### config.mk
export PLATFORM = sky130hd
export DESIGN_NAME = seven_segment_bank_controller
export DESIGN_NICKNAME = d
export VERILOG_FILES = /design/src/rtl/seven_segment_bank_controller.sv
export SDC_FILE = /design/constraint.sdc
export NUM_CORES = 1
export LEC_CHECK = 0
export CAP_MARGIN = 20
export CORE_ASPECT_RATIO = 0.75
export CORE_MARGIN = 2
export CORE_UTILIZATION = 46
export CTS_CLUSTER_SIZE = 12
export DETAILED_ROUTE_END_ITERATION = 8
export GPL_ROUTABILITY_DRIVEN = 0
export PLACE_DENSITY = 0.76
export SLEW_MARGIN = 30
export SYNTH_ARGS = -nofsm -noshare
export SYNTH_HDL_FRONTEND = slang
export SYNTH_SLANG_ARGS = --single-unit
### constraint.sdc
create_clock -name clock -period 2.1 [get_ports clock]
set_input_delay 0.315 -clock clock [delete_from_list [all_inputs] [get_ports clock]]
set_output_delay 0.315 -clock clock [all_outputs]
set_load 0.03 [all_outputs]
### src/rtl/seven_segment_bank_controller.sv
// seven_segment_bank_controller
//
// Memory-mapped hex display controller on the CPU I/O bus (mio == 0).
// Drives DIGITS static seven-segment digits from nibble registers, with
// per-digit blinking, leading-zero suppression, global blanking and
// register read-back.
//
// Register map (byte offsets from BASE_ADDRESS):
//   0 .. DIGITS/2-1 : DATA[i]    low nibble = digit 2i, high nibble = digit 2i+1
//   8               : CONTROL    bit0 display on, bit1 leading-zero suppress
//   9               : BLINK_MASK bit k = digit k blinks
//
// Ports:
//   clock       in   single clock, rising edge
//   reset       in   asynchronous, active-low
//   addressBus  in   32-bit byte address, fully decoded
//   dataBusIn   in   8-bit write data
//   dataBusOut  out  8-bit registered read data (holds between reads)
//   readWrite   in   1 = read, 0 = write
//   mio         in   0 = I/O cycle (served), 1 = memory cycle (ignored)
//   enable      in   bus cycle strobe
//   segments    out  7*DIGITS, digit k at [7k+6:7k], bit order g..a, active-low
module seven_segment_bank_controller #(
  parameter int          DIGITS        = 4,
  parameter logic [31:0] BASE_ADDRESS  = 32'h0000_0100,
  parameter int          BLINK_DIVIDER = 25_000_000
) (
  input  logic                  clock,
  input  logic                  reset,
  input  logic [31:0]           addressBus,
  input  logic [7:0]            dataBusIn,
  output logic [7:0]            dataBusOut,
  input  logic                  readWrite,
  input  logic                  mio,
  input  logic                  enable,
  output logic [7*DIGITS-1:0]   segments
);

  localparam int BYTES = DIGITS / 2;
  localparam int CW    = (BLINK_DIVIDER > 1) ? $clog2(BLINK_DIVIDER) : 1;
  localparam logic [CW-1:0] CNT_MAX = CW'(BLINK_DIVIDER - 1);

  // ---------------------------------------------------------------------
  // Bus decode
  // ---------------------------------------------------------------------
  logic             io_cycle;
  logic             wr_en;
  logic             rd_en;
  logic [BYTES-1:0] data_hit;
  logic             ctrl_hit;
  logic             mask_hit;

  assign io_cycle = enable && !mio;
  assign wr_en    = io_cycle && !readWrite;
  assign rd_en    = io_cycle && readWrite;
  assign ctrl_hit = (addressBus == BASE_ADDRESS + 32'd8);
  assign mask_hit = (addressBus == BASE_ADDRESS + 32'd9);

  genvar gi;
  generate
    for (gi = 0; gi < BYTES; gi++) begin : g_data_hit
      assign data_hit[gi] = (addressBus == BASE_ADDRESS + 32'(gi));
    end
  endgenerate

  // ---------------------------------------------------------------------
  // Registers
  // ---------------------------------------------------------------------
  logic [7:0]        data_reg [BYTES];
  logic [1:0]        ctrl_reg;
  logic [DIGITS-1:0] mask_reg;
  logic [7:0]        dout_reg;
  logic [7:0]        dout_next;

  always_ff @(posedge clock or negedge reset) begin
    if (!reset) begin
      for (int i = 0; i < BYTES; i++) begin
        data_reg[i] <= 8'h00;
      end
      ctrl_reg <= 2'b01;
      mask_reg <= '0;
    end else if (wr_en) begin
      for (int i = 0; i < BYTES; i++) begin
        if (data_hit[i]) begin
          data_reg[i] <= dataBusIn;
        end
      end
      if (ctrl_hit) begin
        ctrl_reg <= dataBusIn[1:0];
      end
      if (mask_hit) begin
        // Mask bits for digits that do not exist are dropped.
        mask_reg <= dataBusIn[DIGITS-1:0];
      end
    end
  end

  // Read mux: unmapped offsets return zero, unused CONTROL/MASK bits read 0.
  always_comb begin
    dout_next = 8'h00;
    for (int i = 0; i < BYTES; i++) begin
      if (data_hit[i]) begin
        dout_next = data_reg[i];
      end
    end
    if (ctrl_hit) begin
      dout_next = {6'b000000, ctrl_reg};
    end
    if (mask_hit) begin
      for (int k = 0; k < DIGITS; k++) begin
        dout_next[k] = mask_reg[k];
      end
    end
  end

  always_ff @(posedge clock or negedge reset) begin
    if (!reset) begin
      dout_reg <= 8'h00;
    end else if (rd_en) begin
      dout_reg <= dout_next;
    end
  end

  assign dataBusOut = dout_reg;

  // ---------------------------------------------------------------------
  // Blink timer: free-running, never disturbed by control or mask writes.
  // ---------------------------------------------------------------------
  logic [CW-1:0] cnt_reg;
  logic [CW-1:0] cnt_next;
  logic          phase_reg;
  logic          phase_next;
  logic          cnt_wrap;

  assign cnt_wrap   = (cnt_reg == CNT_MAX);
  assign cnt_next   = cnt_wrap ? '0 : cnt_reg + 1'b1;
  assign phase_next = phase_reg ^ cnt_wrap;

  always_ff @(posedge clock or negedge reset) begin
    if (!reset) begin
      cnt_reg   <= '0;
      phase_reg <= 1'b0;
    end else begin
      cnt_reg   <= cnt_next;
      phase_reg <= phase_next;
    end
  end

  // ---------------------------------------------------------------------
  // Segment generation
  // ---------------------------------------------------------------------
  function automatic logic [6:0] hex_glyph(input logic [3:0] v);
    logic [6:0] g;
    case (v)
      4'h0: g = 7'h40;
      4'h1: g = 7'h79;
      4'h2: g = 7'h24;
      4'h3: g = 7'h30;
      4'h4: g = 7'h19;
      4'h5: g = 7'h12;
      4'h6: g = 7'h02;
      4'h7: g = 7'h78;
      4'h8: g = 7'h00;
      4'h9: g = 7'h10;
      4'hA: g = 7'h08;
      4'hB: g = 7'h03;
      4'hC: g = 7'h46;
      4'hD: g = 7'h21;
      4'hE: g = 7'h06;
      default: g = 7'h0E;
    endcase
    return g;
  endfunction

  logic [3:0]      digit_nib [DIGITS];
  // zero_from[k] is set when digits DIGITS-1 down to k are all zero.
  logic [DIGITS:1] zero_from;
  logic [DIGITS-1:0] blank;

  assign zero_from[DIGITS] = 1'b1;

  generate
    for (gi = 0; gi < DIGITS; gi++) begin : g_digit
      assign digit_nib[gi] = data_reg[gi / 2][4 * (gi % 2) +: 4];

      if (gi == 0) begin : g_first
        // Digit 0 is never suppressed so a zero value still shows "0".
        assign blank[gi] = !ctrl_reg[0] || (mask_reg[gi] && phase_reg);
      end else begin : g_rest
        assign zero_from[gi] = (digit_nib[gi] == 4'h0) && zero_from[gi + 1];
        assign blank[gi] = !ctrl_reg[0] || (mask_reg[gi] && phase_reg) ||
                           (ctrl_reg[1] && zero_from[gi]);
      end

      assign segments[7 * gi +: 7] = blank[gi] ? 7'h7F : hex_glyph(digit_nib[gi]);
    end
  endgenerate

endmodule

==> results.ini, run 1 <==
[grt]
grt_pass1_vias = 3007
met2_usage = 0.328
grt_antenna_before_repair = 0
grt.total_usage = 0.211
use_met1 = 0.312
grt-busiest-layer = met2
grt_pass1_wl_mm = 14.8
grt_max_degree = 22
gr-usage-met3 = 0.0325
grt-ovfl-total = 0

[yosys]
yosys_warnings = 0
ys_seq_area_frac = 0.377
synth_area_leader_cell = dfrtp_1
synth_common_cells = dfrtp_1, nand2_1, nor2_1, o211ai_1, ha_1
synth_top_cell_area_share = 0.370
synth_cell_types = 53
syn_area_per_cell_um2 = 9.46
ys_ff_latch = 56
synth.area.top_cells = dfrtp_1, ha_1, mux2_1
syn-cell-area_mm2 = 0.00372
synth_most_common_cell = dfrtp_1
postSynthCellCount = 393
ys_async_sr_fraction = 1.00
synth-edff-count = 0
synth_nets = 460
synth_flop_cell = dfrtp_1

[die]
dieHeight_um = 81.9
core_area_mm2 = 0.00788
die_w_um = 108
start_util = 0.472
pin_count = 81
num_rows = 28
fp.dieArea_mm2 = 0.00883

[worst_setup_path]
r2r_cells = 5
regToRegEndpoint = cnt_reg[20]
cpPeakStageDelay_ps = 490
cp_top_family = simple AND/OR/NAND/NOR gates
path_buf_inv = 2
cp-startpoint = data_reg[0]
critPathSlowestCell = or4b_4
start_kind = flip-flop
r2r-start = cnt_reg[9]
crit_required_ps = 1780
cp_cell_sequence = inv_1 -> ha_1 -> or4b_4 -> o311a_4 -> o211ai_1 -> buf_4
crit_path_end_kind = primary output
cp.arrival_ps = 2180
worstPathMaxFanout = 7
r2r_slack_ps = 190
critical_path_class = flip-flop to primary output

[cells_and_area]
syn_to_final_growth_pct = 35.8
diodes = 0
drive_gt1_frac = 0.244
largest_reg_flops = 25
fin_nets = 571
fin_cells = 610

[clock_network]
clk_latency_ps = 310
htree_levels = 2
cts_tree = done
cts_buffers = 5
cts_root_buffer = clkbuf_8
cts.clk_slew.worst_paths_ps = 100
clockBufferDepth = 2
cts_num_sinks = 56

[timing]
final.min_clock_period_ps = 2490
tightestPinTransition_ps = 570
setup_viol = 19
tns_ps = -4360
fin_crit_sh = 1.19
slew_headroom = 0.619
finalMaxSlewViolations = 0
skew_ps = 10.6
hold_viol = 0
setup_slack_ps = -392
max_freq_ghz = 0.401
rsz0062_at_grt = true

[placement]
io_buffers = 80
place_inst = 595
hpwl_mm = 7.11

[drt]
via_per_inst = 5.36
postRouteAntennaNets = 0
drc_errors = 0
drt-wirelength-per-cell_um = 15.4
drt_wl_total_mm = 9.37
firstDrtPassIters = 4
drt-initial-drc-count = 188
num_vias = 3267

[outcome]
status = finished, violations left
failed_checks = negative setup slack

[power]
power_density_mw_per_mm2 = 359
power.ir.vdd_worst_uv = 377
leakagePower_nw = 2.08

[flow_run]
max_cap_viol_count = 0

[hold_path]
hp-class = primary input to asynchronous set/reset pin

-- worst max-delay path by stage --
stage	end	slack, ps	cells past startpoint
floorplan	segments[10]	-140	6
global placement	data_reg[4]	-220	6
detailed placement	mask_reg[3]	-280	7
CTS	segments[8]	-440	7
global route	segments[8]	-480	7
finish	segments[8]	-390	6
-- stage by stage --
stage | worst slack (ps) | util | total power, mW | instance area, um^2 | hold slack (ps)
floorplan | -143 | - | 1.12 | 3730 | 19.4
global placement | -219 | 0.607 | 1.23 | 4790 | 282
detailed placement | -278 | 0.607 | 1.23 | 4790 | 293
CTS | -438 | 0.633 | 1.82 | 4990 | 477
global route | -477 | 0.641 | 1.89 | 5050 | 520
finish | -392 | 0.641 | 1.81 | 5050 | 471
-- layout by cell type (no fill, tap or decap), drive strengths merged, types with 3 or more instances in the layout --
cell / instances
a21oi: 10
nor2: 25
o21a: 6
inv: 15
mux2: 24
nand2: 53
nand2b: 10
xnor2: 11
nor4: 10
xor2: 10
nand3b: 4
nor3: 9
mux2i: 9
nor2b: 4
buf: 71
nand3: 21
o311ai: 3
dfrtp: 55
ha: 22
o211ai: 23
o31ai: 4
a21o: 3
and3: 3
o21ai: 9
nand4: 7
mux4: 3
clkdlybuf4s50: 51
clkbuf: 7
-- where the power goes --
part           leakage, nW  switching (mW)  total, mW  internal, mW
clock network       0.0414           0.357      0.595         0.238
registers            0.760   0.00000000115       1.08          1.08
logic                 1.28          0.0557      0.141        0.0855
total                 2.08           0.413       1.81          1.40
-- per-layer routing --
metal,share of wire,vias up
met5,0,-
met2,0.46,80
met4,0.012,0
met1,0.48,1549
met3,0.042,10
li1,-,1628
-- repair_timing --
item,4_1_cts,5_1_grt
setup endpoints to repair,21,46
hold buffers,1,0
endpoints found under the hold margin,19,0
buffers inserted,4,4
gates resized for setup,29,12
pin swaps,5,9
-- area by class of cell --
cell class              instances  area, um^2
inverters                      15        56.3
repair buffers                125        1070
clock inverters                 2        16.3
well taps                     105         131
clock buffers                   6        72.6
flip-flops and latches         56        1410
multi-input cells             301        2300
fillers                       632        2830
-- kinds of logic after synthesis --
group / synth area share
simple gates: 0.222
compound gates: 0.123
flops: 0.377
buf+inv: 0.0390
mux: 0.115
fa+ha+maj: 0.0740
xor+xnor: 0.0495
Note: power is estimated with default switching activity, not from simulation.
==> run 2: changes to the inputs <==
--- a/config.mk
+++ b/config.mk
@@ -7,7 +7,7 @@
 export LEC_CHECK = 0
 export CAP_MARGIN = 20
 export CORE_ASPECT_RATIO = 0.75
-export CORE_MARGIN = 2
+export CORE_MARGIN = 1
 export CORE_UTILIZATION = 46
 export CTS_CLUSTER_SIZE = 12
 export DETAILED_ROUTE_END_ITERATION = 8
==> results.ini, run 2 (synthesis gave the netlist of run 1 again) <==
[cells_and_area]
syn_to_final_growth_pct = 37.9
final_common_cell = buf_4
finalInstanceArea_mm2 = 0.00513
largest_reg_flops = 25
fin_nets = 571
diodes = 0
drive_gt1_frac = 0.265
fin_cells = 606
layout_common_cells = buf_4, dfrtp_1, clkdlybuf4s50_1
nFillCells = 578

[drt]
drt-wirelength-per-cell_um = 15.2
via_per_inst = 5.45
firstDrtPassIters = 4
drt-initial-drc-count = 228
drt_wl_total_mm = 9.22
drc_errors = 0
num_vias = 3302
postRouteAntennaNets = 0

[clock_network]
clockBufferDepth = 2
htree_levels = 2
cts_num_sinks = 56
cts_root_buffer = clkbuf_8
cts_tree = done
cts_buffers = 5
clk_latency_ps = 300
cts.clk_slew.worst_paths_ps = 90
postCtsHoldBufs = 0

[timing]
rsz0062_at_grt = true
tightestPinTransition_ps = 562
hold_viol = 16
finalMaxSlewViolations = 0
slew_headroom = 0.624
fin_crit_sh = 1.21
setup_viol = 15
final.min_clock_period_ps = 2540
whs_ps = -13.5
skew_ps = 5.63
setup_slack_ps = -443
max_freq_ghz = 0.393

[die]
pin_count = 81
dieHeight_um = 79.9
fp.dieArea_mm2 = 0.00845
num_rows = 27
core_area_mm2 = 0.00757
die_w_um = 106
start_util = 0.491

[power]
power_density_mw_per_mm2 = 372
pwr-share-comb = 0.074
power.total_mw = 1.91
clkPwrFrac = 0.362
power.ir.vdd_worst_uv = 301
switchingPower_mw = 0.392
leakagePower_nw = 2.11
p_int_mw = 1.52
swShare = 0.205
power_frac_seq = 0.564

[worst_setup_path]
crit_required_ps = 1780
r2r-start = cnt_reg[10]
worstPathMaxFanout = 7
r2r_cells = 5
crit_path_end_kind = primary output
r2r_slack_ps = 210
start_kind = flip-flop
endpoint = segments[9]
cp.arrival_ps = 2230
regToRegEndpoint = cnt_reg[20]
cp-startpoint = data_reg[5]
critical_path_class = flip-flop to primary output

[placement]
dp_slack_ps = -270
dpl_cell_area_mm2 = 0.00483
io_buffers = 80
place_inst = 595
hpwl_mm = 7.02

[outcome]
failed_checks = negative hold slack, negative setup slack
status = finished, violations left

[grt]
grt_pass1_vias = 3160
grt-ovfl-total = 0
grt.total_usage = 0.226
grt_max_degree = 57
grt_antenna_before_repair = 0
grt_pass1_wl_mm = 15.3

[hold_path]
hp-class = primary input to asynchronous set/reset pin

[flow_run]
max_cap_viol_count = 0

[run 2: cell count changes in the layout (fill, tap and decap cells not counted), moves of 6 or more]
| cell | before | now |
|---|---|---|
| nand2_1 | 52 | 44 |
| nand2_2 | 1 | 9 |
| buf_4 | 69 | 63 |
| buf_6 | 1 | 7 |
[run 2: final cells by class]
type / instances / area [um^2] / share of cell area
timing repair buffer: 125 / 1100 / 0.214
sequential: 56 / 1410 / 0.274
multi-input combinational: 301 / 2330 / 0.455
tap: 101 / 126 / 0.0246
clock inverter: 2 / 35.0 / 0.00683
inverter: 15 / 56.3 / 0.0110
clock buffer: 6 / 72.6 / 0.0141
[run 2: critical path, cell delays in order, from the launching register on]
cell and delay, ps:
dfrtp_1 420, inv_2 90, ha_4 140, nand3_2 70, or4b_4 500, o311a_4 360, o211ai_1 130, buf_4 200
[run 2: routing by layer]
layer / track usage / wire length (um) / vias to the layer above / share of wire
met1: 0.325 / 4330 / 1565 / 0.47
met5: 0 / 0 / - / 0
met4: 0.0639 / 116 / 0 / 0.013
met2: 0.361 / 4370 / 106 / 0.47
li1: - / - / 1622 / -
met3: 0.0237 / 405 / 9 / 0.044
[run 2: what timing repair did]
action	in CTS	in global routing
gates resized for setup	31	26
pin swaps	1	6
setup buffers	5	0
setup endpoints to repair	17	36
[run 2: power by group through the flow]
| stage | registers [mW] | logic [mW] | clock network, mW |
|---|---|---|---|
| after global routing | 1.08 | 0.151 | 0.740 |
| after CTS | 1.08 | 0.140 | 0.702 |
| after detailed placement | 1.10 | 0.139 | 0 |
| after floorplan | 1.10 | 0.0181 | 0 |
| final | 1.08 | 0.141 | 0.691 |
| after global placement | 1.10 | 0.137 | 0 |
[run 2: worst min path at each step]
stage / from / endpoint / slack (ps) / cells after the start
5_1_grt: reset / cnt_reg[18] / 0.2 / 2
4_1_cts: reset / data_reg[8] / 3 / 2
2_1_floorplan: reset / cnt_reg[0] / 20 / 0
3_5_place_dp: reset / cnt_reg[18] / 340 / 2
3_3_place_gp: reset / cnt_reg[20] / 330 / 2
6_report: reset / cnt_reg[20] / -10 / 2
[run 2: stage by stage]
| step | setup TNS [ps] | utilization |
|---|---|---|
| 2_1_floorplan | -1330 | - |
| 3_3_place_gp | -6540 | 0.638 |
| 3_5_place_dp | -6640 | 0.638 |
| 4_1_cts | -5190 | 0.668 |
| 5_1_grt | -6260 | 0.678 |
| 6_report | -5090 | 0.678 |
==> run 3: changes to the inputs <==
--- a/config.mk
+++ b/config.mk
@@ -13,6 +13,8 @@
 export DETAILED_ROUTE_END_ITERATION = 8
 export GPL_ROUTABILITY_DRIVEN = 0
 export PLACE_DENSITY = 0.76
+export RECOVER_POWER = 25
+export SKIP_CTS_REPAIR_TIMING = 1
 export SLEW_MARGIN = 30
 export SYNTH_ARGS = -nofsm -noshare
 export SYNTH_HDL_FRONTEND = slang
==> results.ini, run 3 (synthesis gave the netlist of run 1 again) <==
[power]
power.total_mw = 1.91
power_frac_seq = 0.564
power.ir.vdd_worst_uv = 312
pwr-share-comb = 0.072
swShare = 0.208
p_int_mw = 1.51
leakagePower_nw = 2.12
switchingPower_mw = 0.397
clkPwrFrac = 0.364
power_density_mw_per_mm2 = 372

[timing]
slew_headroom = 0.0960
setup_viol = 18
max_freq_ghz = 0.382
whs_ps = 380
setup_slack_ps = -516
fin_crit_sh = 1.25
hold_viol = 0
skew_ps = 6.71
tightestPinTransition_ps = 1360
tns_ps = -6090
final.min_clock_period_ps = 2620
finalMaxSlewViolations = 0
rsz0062_at_grt = true

[worst_setup_path]
critPathSlowestCell = or4b_4
r2r_slack_ps = 220
start_kind = flip-flop
cpPeakStageDelay_ps = 500
worstPathMaxFanout = 7
r2r_cells = 5
cp_cell_sequence = inv_2 -> ha_4 -> nand3_2 -> or4b_4 -> o311a_4 -> o211ai_1 -> buf_4
path_buf_inv = 2
regToRegEndpoint = cnt_reg[20]
crit_path_end_kind = primary output
cp.arrival_ps = 2300
critical_path_class = flip-flop to primary output
r2r-start = cnt_reg[10]
crit_required_ps = 1780
cp_top_family = simple AND/OR/NAND/NOR gates

[clock_network]
cts_num_sinks = 56
cts_root_buffer = clkbuf_8
htree_levels = 2
cts.clk_slew.worst_paths_ps = 90
clk_latency_ps = 310
cts_tree = done
cts_buffers = 5
clockBufferDepth = 2

[grt]
grt-ovfl-total = 0
grt.total_usage = 0.222
grt_max_degree = 57
grt_antenna_before_repair = 0
grt_pass1_vias = 3100
grt_pass1_wl_mm = 15.1

[drt]
drt_wl_total_mm = 9.35
num_vias = 3313
drt-initial-drc-count = 229
drc_errors = 0
via_per_inst = 5.45
drt-wirelength-per-cell_um = 15.4
postRouteAntennaNets = 0
firstDrtPassIters = 4

[placement]
dpl_cell_area_mm2 = 0.00483
dp_slack_ps = -270
hpwl_mm = 7.02
place_inst = 595
io_buffers = 80

[die]
fp.dieArea_mm2 = 0.00845
pin_count = 81
die_w_um = 106
dieHeight_um = 79.9
num_rows = 27
core_area_mm2 = 0.00757
start_util = 0.491

[cells_and_area]
fin_nets = 573
layout_common_cells = buf_4, dfrtp_1, clkdlybuf4s50_1
nFillCells = 572
largest_reg_flops = 25
diodes = 0
final_util = 0.679
fin_cells = 608
final_common_cell = buf_4
syn_to_final_growth_pct = 38.3
finalInstanceArea_mm2 = 0.00514
drive_gt1_frac = 0.258

[hold_path]
hp-class = primary input to asynchronous set/reset pin

[outcome]
status = finished, violations left
failed_checks = negative setup slack

[flow_run]
max_cap_viol_count = 0

==> run 3: area by class of cell <==
class / count / area, um^2 / share of cell area
multi-input cells: 301 / 2320 / 0.451
inverters: 15 / 56.3 / 0.0110
clock buffers: 6 / 72.6 / 0.0141
clock inverters: 2 / 35.0 / 0.00681
well taps: 101 / 126 / 0.0246
flip-flops and latches: 56 / 1410 / 0.274
repair buffers: 127 / 1130 / 0.219
==> run 3: worst max-delay path by stage <==
stage | start | endpoint | slack, ps | depth (start not counted)
2_1_floorplan | data_reg[5] | segments[10] | -140 | 6
5_1_grt | data_reg[4] | segments[9] | -580 | 7
3_3_place_gp | addressBus[11] | data_reg[4] | -250 | 6
3_5_place_dp | addressBus[10] | data_reg[0] | -270 | 6
6_report | data_reg[4] | segments[9] | -520 | 7
4_1_cts | data_reg[5] | segments[9] | -620 | 7
==> run 3: per-layer routing <==
| layer | up-vias | wire, um | track usage |
|---|---|---|---|
| met4 | 0 | 67 | 0.0472 |
| met3 | 4 | 414 | 0.0278 |
| met1 | 1598 | 4430 | 0.321 |
| li1 | 1623 | - | - |
| met5 | - | 0 | 0 |
| met2 | 88 | 4440 | 0.356 |
==> run 3: power by group through the flow <==
| stage | clock network [mW] | registers, mW | logic, mW |
|---|---|---|---|
| after floorplan | 0 | 1.10 | 0.0181 |
| after global placement | 0 | 1.10 | 0.137 |
| after detailed placement | 0 | 1.10 | 0.139 |
| after CTS | 0.702 | 1.08 | 0.140 |
| after global routing | 0.743 | 1.08 | 0.147 |
| final | 0.697 | 1.08 | 0.137 |
